**src/rtl/mem_stage_pkg.sv**
```systemverilog
// ============================================================================
// Module      : mem_stage_pkg
// Description : Shared types and constants for the MEM pipeline stage.
// Revision    : 1.0 - initial release
// ============================================================================
`default_nettype none

package mem_stage_pkg;

    localparam int XLEN = 32;

    typedef enum logic [1:0] {
        ST_IDLE     = 2'd0,
        ST_WAIT_GNT = 2'd1,
        ST_WAIT_RSP = 2'd2
    } state_e;

    typedef enum logic [1:0] {
        SZ_BYTE = 2'd0,
        SZ_HALF = 2'd1,
        SZ_WORD = 2'd2
    } size_e;

    localparam logic [1:0] WB_ALU = 2'b00;
    localparam logic [1:0] WB_MEM = 2'b01;
    localparam logic [1:0] WB_PC4 = 2'b10;

    localparam logic [2:0] F3_LB  = 3'b000;
    localparam logic [2:0] F3_LH  = 3'b001;
    localparam logic [2:0] F3_LW  = 3'b010;
    localparam logic [2:0] F3_LBU = 3'b100;
    localparam logic [2:0] F3_LHU = 3'b101;
    localparam logic [2:0] F3_SB  = 3'b000;
    localparam logic [2:0] F3_SH  = 3'b001;
    localparam logic [2:0] F3_SW  = 3'b010;

    // Unlisted load encodings (011/110/111) fall into the word case.
    function automatic size_e access_size(input logic [2:0] f3);
        case (f3)
            F3_LB, F3_LBU: access_size = SZ_BYTE;
            F3_LH, F3_LHU: access_size = SZ_HALF;
            default:       access_size = SZ_WORD;
        endcase
    endfunction

endpackage

`default_nettype wire

```
**src/rtl/mem_stage_if.sv**
```systemverilog
// ============================================================================
// Module      : mem_stage_if
// Description : Data-memory request/response bus between MEM stage and memory.
// Revision    : 1.0 - initial release
// ============================================================================
`default_nettype none

interface mem_stage_if;
    import mem_stage_pkg::*;

    logic            dmem_req_o;
    logic            dmem_we_o;
    logic [3:0]      dmem_be_o;
    logic [XLEN-1:0] dmem_addr_o;
    logic [XLEN-1:0] dmem_wdata_o;
    logic            dmem_gnt_i;
    logic            dmem_rvalid_i;
    logic [XLEN-1:0] dmem_rdata_i;

    modport master (
        output dmem_req_o, dmem_we_o, dmem_be_o, dmem_addr_o, dmem_wdata_o,
        input  dmem_gnt_i, dmem_rvalid_i, dmem_rdata_i
    );

    modport slave (
        input  dmem_req_o, dmem_we_o, dmem_be_o, dmem_addr_o, dmem_wdata_o,
        output dmem_gnt_i, dmem_rvalid_i, dmem_rdata_i
    );

endinterface

`default_nettype wire

```
**src/rtl/mem_stage_load_align.sv**
```systemverilog
// ============================================================================
// Module      : load_align
// Description : Byte-lane extract and sign/zero extension of load data.
// Revision    : 1.0 - initial release
// ============================================================================
`default_nettype none

module load_align
    import mem_stage_pkg::*;
(
    input  logic [XLEN-1:0] rdata_i,
    input  logic [1:0]      offset_i,
    input  logic [2:0]      funct3_i,
    output logic [XLEN-1:0] data_o
);

    logic [XLEN-1:0] shifted;

    assign shifted = rdata_i >> {offset_i, 3'b000};

    always_comb begin
        case (funct3_i)
            F3_LB:   data_o = {{24{shifted[7]}}, shifted[7:0]};
            F3_LBU:  data_o = {24'd0, shifted[7:0]};
            F3_LH:   data_o = {{16{shifted[15]}}, shifted[15:0]};
            F3_LHU:  data_o = {16'd0, shifted[15:0]};
            F3_LW:   data_o = rdata_i;
            default: data_o = rdata_i;
        endcase
    end

endmodule

`default_nettype wire

```
**src/rtl/mem_stage.sv**
```systemverilog
// ============================================================================
// Module      : mem_stage
// Description : Pipeline MEM stage: data-memory handshake FSM, store lane
//               steering, load alignment and the MEM/WB register.
//               Optional feature macro: MISALIGN_TRAP_EN.
// Revision    : 1.0 - initial release
// ============================================================================
`default_nettype none

module mem_stage
    import mem_stage_pkg::*;
(
    input  logic            clk_i,
    input  logic            rst_ni,

    input  logic            reg_write_M,
    input  logic            mem_write_M,
    input  logic [1:0]      wb_sel_M,
    input  logic [4:0]      rd_M,
    input  logic [XLEN-1:0] pc_M,
    input  logic [XLEN-1:0] alu_result_M,
    input  logic [XLEN-1:0] rs2_data_M,
    input  logic [2:0]      funct3_M,

    mem_stage_if.master     dmem,

    output logic            stall_o,

    output logic            reg_write_W,
    output logic [1:0]      wb_sel_W,
    output logic [4:0]      rd_W,
    output logic [XLEN-1:0] pc_W,
    output logic [XLEN-1:0] alu_result_W,
    output logic [XLEN-1:0] ld_data_W,
    output logic            misalign_W
);

    state_e          state_q, state_d;
    size_e           size;
    logic [1:0]      offset;
    logic            is_store, is_load, mem_op, misalign, mem_op_eff;
    logic            req, store_done, load_done, stall;
    logic [3:0]      be;
    logic [XLEN-1:0] wdata;
    logic [XLEN-1:0] ld_ext;

    assign is_store = mem_write_M;
    assign is_load  = (wb_sel_M == WB_MEM) && !mem_write_M;
    assign mem_op   = is_store || is_load;
    assign size     = access_size(funct3_M);

`ifdef MISALIGN_TRAP_EN
    assign misalign = mem_op &&
                      (((size == SZ_HALF) && alu_result_M[0]) ||
                       ((size == SZ_WORD) && (alu_result_M[1:0] != 2'b00)));
`else
    assign misalign = 1'b0;
`endif

    // A trapped access never touches memory and retires in one cycle.
    assign mem_op_eff = mem_op && !misalign;

    // Low address bits are rounded down to the natural alignment of the access.
    always_comb begin
        offset = 2'b00;
        be     = 4'b1111;
        wdata  = rs2_data_M;
        case (size)
            SZ_BYTE: begin
                offset = alu_result_M[1:0];
                be     = 4'b0001 << offset;
                wdata  = {4{rs2_data_M[7:0]}};
            end
            SZ_HALF: begin
                offset = {alu_result_M[1], 1'b0};
                be     = 4'b0011 << offset;
                wdata  = {2{rs2_data_M[15:0]}};
            end
            default: begin
                offset = 2'b00;
                be     = 4'b1111;
                wdata  = rs2_data_M;
            end
        endcase
    end

    always_comb begin
        state_d    = state_q;
        req        = rst_ni && mem_op_eff && (state_q != ST_WAIT_RSP);
        store_done = req && is_store && dmem.dmem_gnt_i;
        load_done  = (state_q == ST_WAIT_RSP) && dmem.dmem_rvalid_i;
        stall      = rst_ni && mem_op_eff && !store_done && !load_done;
        case (state_q)
            ST_IDLE, ST_WAIT_GNT: begin
                if (!mem_op_eff)            state_d = ST_IDLE;
                else if (!dmem.dmem_gnt_i)  state_d = ST_WAIT_GNT;
                else if (is_store)          state_d = ST_IDLE;
                else                        state_d = ST_WAIT_RSP;
            end
            ST_WAIT_RSP: begin
                if (dmem.dmem_rvalid_i)     state_d = ST_IDLE;
            end
            default:                        state_d = ST_IDLE;
        endcase
    end

    always_ff @(posedge clk_i or negedge rst_ni) begin
        if (!rst_ni) state_q <= ST_IDLE;
        else         state_q <= state_d;
    end

    load_align u_load_align (
        .rdata_i  (dmem.dmem_rdata_i),
        .offset_i (offset),
        .funct3_i (funct3_M),
        .data_o   (ld_ext)
    );

    assign dmem.dmem_req_o   = req;
    assign dmem.dmem_we_o    = is_store;
    assign dmem.dmem_be_o    = be;
    assign dmem.dmem_addr_o  = {alu_result_M[XLEN-1:2], 2'b00};
    assign dmem.dmem_wdata_o = wdata;
    assign stall_o           = stall;

    // While stalled the W stage sees a bubble; payload holds its last value.
    always_ff @(posedge clk_i or negedge rst_ni) begin
        if (!rst_ni) begin
            reg_write_W  <= 1'b0;
            wb_sel_W     <= 2'b00;
            rd_W         <= 5'd0;
            pc_W         <= '0;
            alu_result_W <= '0;
            ld_data_W    <= '0;
            misalign_W   <= 1'b0;
        end else if (stall) begin
            reg_write_W  <= 1'b0;
        end else begin
            reg_write_W  <= reg_write_M && !misalign;
            wb_sel_W     <= wb_sel_M;
            rd_W         <= rd_M;
            pc_W         <= pc_M;
            alu_result_W <= alu_result_M;
            ld_data_W    <= load_done ? ld_ext : '0;
            misalign_W   <= misalign;
        end
    end

endmodule

`default_nettype wire

```
**src/flat_wrapper.sv**
```systemverilog
// flat-port wrapper written by rule: the top's interface ports become plain ports
module mem_stage_flat import mem_stage_pkg::*;
  (clk_i, rst_ni, reg_write_M, mem_write_M, wb_sel_M, rd_M, pc_M, alu_result_M, rs2_data_M, funct3_M, stall_o, reg_write_W, wb_sel_W, rd_W, pc_W, alu_result_W, ld_data_W, misalign_W, dmem_dmem_req_o, dmem_dmem_we_o, dmem_dmem_be_o, dmem_dmem_addr_o, dmem_dmem_wdata_o, dmem_dmem_gnt_i, dmem_dmem_rvalid_i, dmem_dmem_rdata_i);
  mem_stage_if dmem_i ();
  input  logic clk_i;
  input  logic rst_ni;
  input  logic reg_write_M;
  input  logic mem_write_M;
  input  logic [1:0] wb_sel_M;
  input  logic [4:0] rd_M;
  input  logic [XLEN-1:0] pc_M;
  input  logic [XLEN-1:0] alu_result_M;
  input  logic [XLEN-1:0] rs2_data_M;
  input  logic [2:0] funct3_M;
  output logic stall_o;
  output logic reg_write_W;
  output logic [1:0] wb_sel_W;
  output logic [4:0] rd_W;
  output logic [XLEN-1:0] pc_W;
  output logic [XLEN-1:0] alu_result_W;
  output logic [XLEN-1:0] ld_data_W;
  output logic misalign_W;
  output wire logic [$bits(dmem_i.dmem_req_o)-1:0] dmem_dmem_req_o;
  output wire logic [$bits(dmem_i.dmem_we_o)-1:0] dmem_dmem_we_o;
  output wire logic [$bits(dmem_i.dmem_be_o)-1:0] dmem_dmem_be_o;
  output wire logic [$bits(dmem_i.dmem_addr_o)-1:0] dmem_dmem_addr_o;
  output wire logic [$bits(dmem_i.dmem_wdata_o)-1:0] dmem_dmem_wdata_o;
  input wire logic [$bits(dmem_i.dmem_gnt_i)-1:0] dmem_dmem_gnt_i;
  input wire logic [$bits(dmem_i.dmem_rvalid_i)-1:0] dmem_dmem_rvalid_i;
  input wire logic [$bits(dmem_i.dmem_rdata_i)-1:0] dmem_dmem_rdata_i;
  assign dmem_dmem_req_o = dmem_i.dmem_req_o;
  assign dmem_dmem_we_o = dmem_i.dmem_we_o;
  assign dmem_dmem_be_o = dmem_i.dmem_be_o;
  assign dmem_dmem_addr_o = dmem_i.dmem_addr_o;
  assign dmem_dmem_wdata_o = dmem_i.dmem_wdata_o;
  assign dmem_i.dmem_gnt_i = dmem_dmem_gnt_i;
  assign dmem_i.dmem_rvalid_i = dmem_dmem_rvalid_i;
  assign dmem_i.dmem_rdata_i = dmem_dmem_rdata_i;
  mem_stage u_core (.clk_i(clk_i), .rst_ni(rst_ni), .reg_write_M(reg_write_M), .mem_write_M(mem_write_M), .wb_sel_M(wb_sel_M), .rd_M(rd_M), .pc_M(pc_M), .alu_result_M(alu_result_M), .rs2_data_M(rs2_data_M), .funct3_M(funct3_M), .dmem(dmem_i), .stall_o(stall_o), .reg_write_W(reg_write_W), .wb_sel_W(wb_sel_W), .rd_W(rd_W), .pc_W(pc_W), .alu_result_W(alu_result_W), .ld_data_W(ld_data_W), .misalign_W(misalign_W));
endmodule
```
**config.mk**
```make
export PLATFORM = sky130hd
export DESIGN_NAME = mem_stage_flat
export DESIGN_NICKNAME = d
export VERILOG_FILES = /design/src/rtl/mem_stage_pkg.sv /design/src/rtl/mem_stage_if.sv /design/src/rtl/mem_stage_load_align.sv /design/src/rtl/mem_stage.sv /design/src/flat_wrapper.sv
export SDC_FILE = /design/constraint.sdc
export NUM_CORES = 1
export LEC_CHECK = 0
export CAP_MARGIN = 20
export CORE_AREA = 2 2 125 127
export CTS_CLUSTER_DIAMETER = 100
export DETAILED_ROUTE_END_ITERATION = 8
export DIE_AREA = 0 0 127 129
export GPL_TIMING_DRIVEN = 0
export PLACE_DENSITY_LB_ADDON = 0.05
export SLEW_MARGIN = 10
export SYNTH_ARGS = -nofsm -noshare
export SYNTH_HDL_FRONTEND = slang
export SYNTH_SLANG_ARGS = --single-unit
```
**constraint.sdc**
```tcl
create_clock -name clk_i -period 4.5 [get_ports clk_i]
set_clock_uncertainty 0.1 [all_clocks]
set_input_delay 1.35 -clock clk_i [delete_from_list [all_inputs] [get_ports clk_i]]
set_output_delay 1.35 -clock clk_i [all_outputs]
set_load 0.1 [all_outputs]
```
==> results of run 1 <==
## cell families (layout without fill, tap and decap cells)
kind of cell	count (synthesis)	in the layout	synth area share
other	1	3	0.000704
AOI/OAI and AO/OA	98	98	0.127
buffers and inverters	76	408	0.0988
and+or+nand+nor	63	63	0.0634
DFF	106	106	0.498
muxes	102	102	0.212
## cells in the mapped netlist, drive strengths merged (3+ instances only)
library cell	count	area share
nor2b	8	0.0094
mux2	88	0.19
o21ai	44	0.041
buf	58	0.083
or3	6	0.0073
and2	3	0.0035
clkbuf	14	0.012
and2b	3	0.0045
a31oi	3	0.0035
a211oi	6	0.0094
nand3	4	0.0038
a221oi	3	0.0082
nand2b	3	0.0035
inv	3	0.0021
nor2	8	0.0056
nand2	18	0.013
a21oi	6	0.0056
nor3	3	0.0028
dfrtp	106	0.50
o2bb2ai	28	0.046
mux2i	14	0.026
## timing repair
| item | in CTS | in global routing |
|---|---|---|
| setup endpoints to repair | 67 | 16 |
| hold endpoints to repair | 0 | 0 |
| pin swaps | 1 | 0 |
| gates resized for setup | 238 | 18 |
| buffers inserted | 1 | 1 |
## routing by layer
| layer | track usage | vias to the layer above | wire length, um |
|---|---|---|---|
| met5 | 0 | - | 0 |
| met2 | 0.366 | 202 | 9040 |
| met1 | 0.256 | 2342 | 6770 |
| li1 | - | 2218 | - |
| met4 | 0.0452 | 0 | 166 |
| met3 | 0.0927 | 10 | 1840 |
## sequential cells by signal (all words and copies together) (netlist names)
| signal | cells |
|---|---|
| u_core.alu_result_W | 32 |
| u_core.ld_data_W | 32 |
| u_core.pc_W | 32 |
| u_core.rd_W | 5 |
| u_core.state_q | 2 |
| u_core.wb_sel_W | 2 |
| u_core.reg_write_W | 1 |
## worst register-to-register path, cell delays in order (launching register included)
cell and delay [ps]:
dfrtp_1 410, and3b_2 240, a31oi_4 190, and2_4 210
buf_12 140, buf_4 200, mux2_2 350
## area by class of cell
cell class | instances | area [um2] | share of cell area
plain buffers | 70 | 553 | 0.0605
clock buffers | 11 | 233 | 0.0254
clock inverters | 5 | 78.8 | 0.00862
inverters | 3 | 11.3 | 0.00123
multi-input cells | 266 | 2240 | 0.245
flip-flops and latches | 106 | 2650 | 0.290
well taps | 188 | 235 | 0.0257
repair buffers | 319 | 3140 | 0.344
## worst min path at each step
stage,start,to,slack [ps],cells after the start
after detailed placement,u_core.ld_data_W[31],u_core.ld_data_W[31],370,1
after global routing,u_core.ld_data_W[19],u_core.ld_data_W[19],410,1
after floorplan,u_core.state_q[1],u_core.state_q[0],350,1
after CTS,u_core.ld_data_W[11],u_core.ld_data_W[11],390,1
after global placement,u_core.state_q[1],u_core.state_q[0],370,1
final,u_core.ld_data_W[27],u_core.ld_data_W[27],390,1
## per-stage QoR
step | instance area (um2) | setup TNS [ps] | total power [mW]
floorplan | 5370 | -832 | 2.11
global placement | 8770 | -550890 | 2.54
detailed placement | 8800 | -36290 | 2.55
CTS | 9080 | -30.0 | 3.39
global route | 9150 | -74.9 | 3.48
finish | 9150 | 0 | 3.36
## power breakdown
part           internal, mW  switching (mW)
registers              1.02          0.0360
clock network         0.487           0.344
logic                 0.419            1.05
total                  1.93            1.43
==> flow_metrics.py, run 1 <==
metrics = {
    "floorplan": {
        "die_w_um": 127,
        "initial_core_util": 0.356,
        "die-area_um2": 16400,
        "io_pins": 320,
        "rows": 45,
        "fp.dieH_um": 129,
        "core_area_um2": 15000,
    },
    "placement": {
        "placed_cells": 953,
        "place_congestion": 0.827,
        "portBuffers": 316,
        "dp.final_hpwl_um": 14100,
        "dp_slack_ps": -1580,
    },
    "clocking": {
        "cts_tree": "built",
        "cts_hold_buf": 0,
        "cts_sinks": 106,
        "clockBufferDepth": 2,
        "path_clk_slew_ps": 60,
        "numCtsBuffers": 9,
        "cts-root-buf": "clkbuf_16",
        "htree_num_levels": 3,
        "insertion_delay_ps": 350,
    },
    "sta": {
        "drv_slew": 0,
        "timing.fmax_ghz": 0.224,
        "worst_slack_ps": 30.6,
        "period_minus_slack_ps": 4470,
        "hold_violations": 0,
        "worst_pin_slew_ps": 1040,
        "setup_viol": 0,
        "max_slew_margin": 0.302,
        "fin_crit_sh": 0.993,
        "worst_hold_slack_ps": 386,
        "rsz0062_at_grt": "true",
    },
    "synth": {
        "ys_types": 45,
        "ys_seq_elements": 106,
        "synth_area_um2": 5330,
        "async_flop_share": 1.00,
        "ys_seq_area_frac": 0.498,
        "syn_avg_cell_area_um2": 12.0,
        "synth_edf_count": 0,
        "yosys_warnings": 0,
        "synthCells": 446,
        "ys.flop_type": "dfrtp_1",
    },
    "grt": {
        "first_global_vias": 5024,
        "grt_util_all_layers": 0.215,
        "grt_overflow": 0,
        "grt_max_degree": 61,
        "grt_pass1_wl_um": 27300,
        "antenna_found_initial": 0,
    },
    "layout": {
        "fill_cells": 1256,
        "area_growth_pct": 71.6,
        "final_common_cell": "clkdlybuf4s50_1",
        "utilization": 0.611,
        "n_antenna_cell": 0,
        "final_nets": 919,
        "mostFrequentLayoutCells": "245 x clkdlybuf4s50_1, 106 x dfrtp_1, 88 x mux2_2, 57 x buf_4, 37 x dlygate4sd2_1",
        "drive_gt1_frac": 0.287,
        "instances_no_fill": 968,
    },
    "worst_setup_path": {
        "r2r_start": "u_core.state_q[1]",
        "crit_family": "buffers and inverters",
        "cp.required_ps": 3050,
        "path_cells": "clkdlybuf4s50_1, clkbuf_8, buf_2, mux2_2, clkbuf_4",
        "worst-path-buf-inv": 4,
        "end_kind": "primary output",
        "worstSetupPathType": "in2out",
        "setup.worst_path.start": "funct3_M[1]",
        "critPathCapture": "dmem_dmem_wdata_o[16]",
        "worstSetupPathDepth": 5,
        "reg2reg_depth": 6,
        "worstReg2RegEnd": "u_core.alu_result_W[16]",
        "max_stage_delay_ps": 540,
        "rrSetupSlack_ps": 2550,
        "start_kind": "primary input",
        "critPathArrivalTime_ps": 3020,
        "crit_slowest_cell": "clkdlybuf4s50_1",
        "cp_max_fo": 10,
    },
    "drt": {
        "antenna_left": 0,
        "drt-total-wl_um": 17800,
        "via_per_inst": 4.93,
        "drt_iter0_drc": 254,
        "drc": 0,
        "drtPass1Iterations": 4,
        "routed-via-count": 4772,
        "drt-wirelength-per-cell_um": 18.4,
    },
    "hold_path": {
        "hp-class": "reg2reg",
    },
    "power_and_ir_drop": {
        "worst_ir_drop_vdd_uv": 237,
        "p_leak_nw": 3.90,
        "powerDensity_nw_per_um2": 367,
    },
    "job": {
        "maxCapViolCount": 0,
    },
    "run_status": {
        "outcome": "finished, final reports clean",
    },
}
Note: power is estimated with default switching activity, not from simulation.
==> inputs of run 2 (changes only) <==
--- a/config.mk
+++ b/config.mk
@@ -7,10 +7,11 @@
 export LEC_CHECK = 0
 export CAP_MARGIN = 20
 export CORE_AREA = 2 2 125 127
-export CTS_CLUSTER_DIAMETER = 100
+export CTS_CLUSTER_DIAMETER = 60
 export DETAILED_ROUTE_END_ITERATION = 8
 export DIE_AREA = 0 0 127 129
 export GPL_TIMING_DRIVEN = 0
+export HOLD_SLACK_MARGIN = 0.08
 export PLACE_DENSITY_LB_ADDON = 0.05
 export SLEW_MARGIN = 10
 export SYNTH_ARGS = -nofsm -noshare
==> results of run 2 <==
Final layout, timing and power as in run 1 (identical DEF).
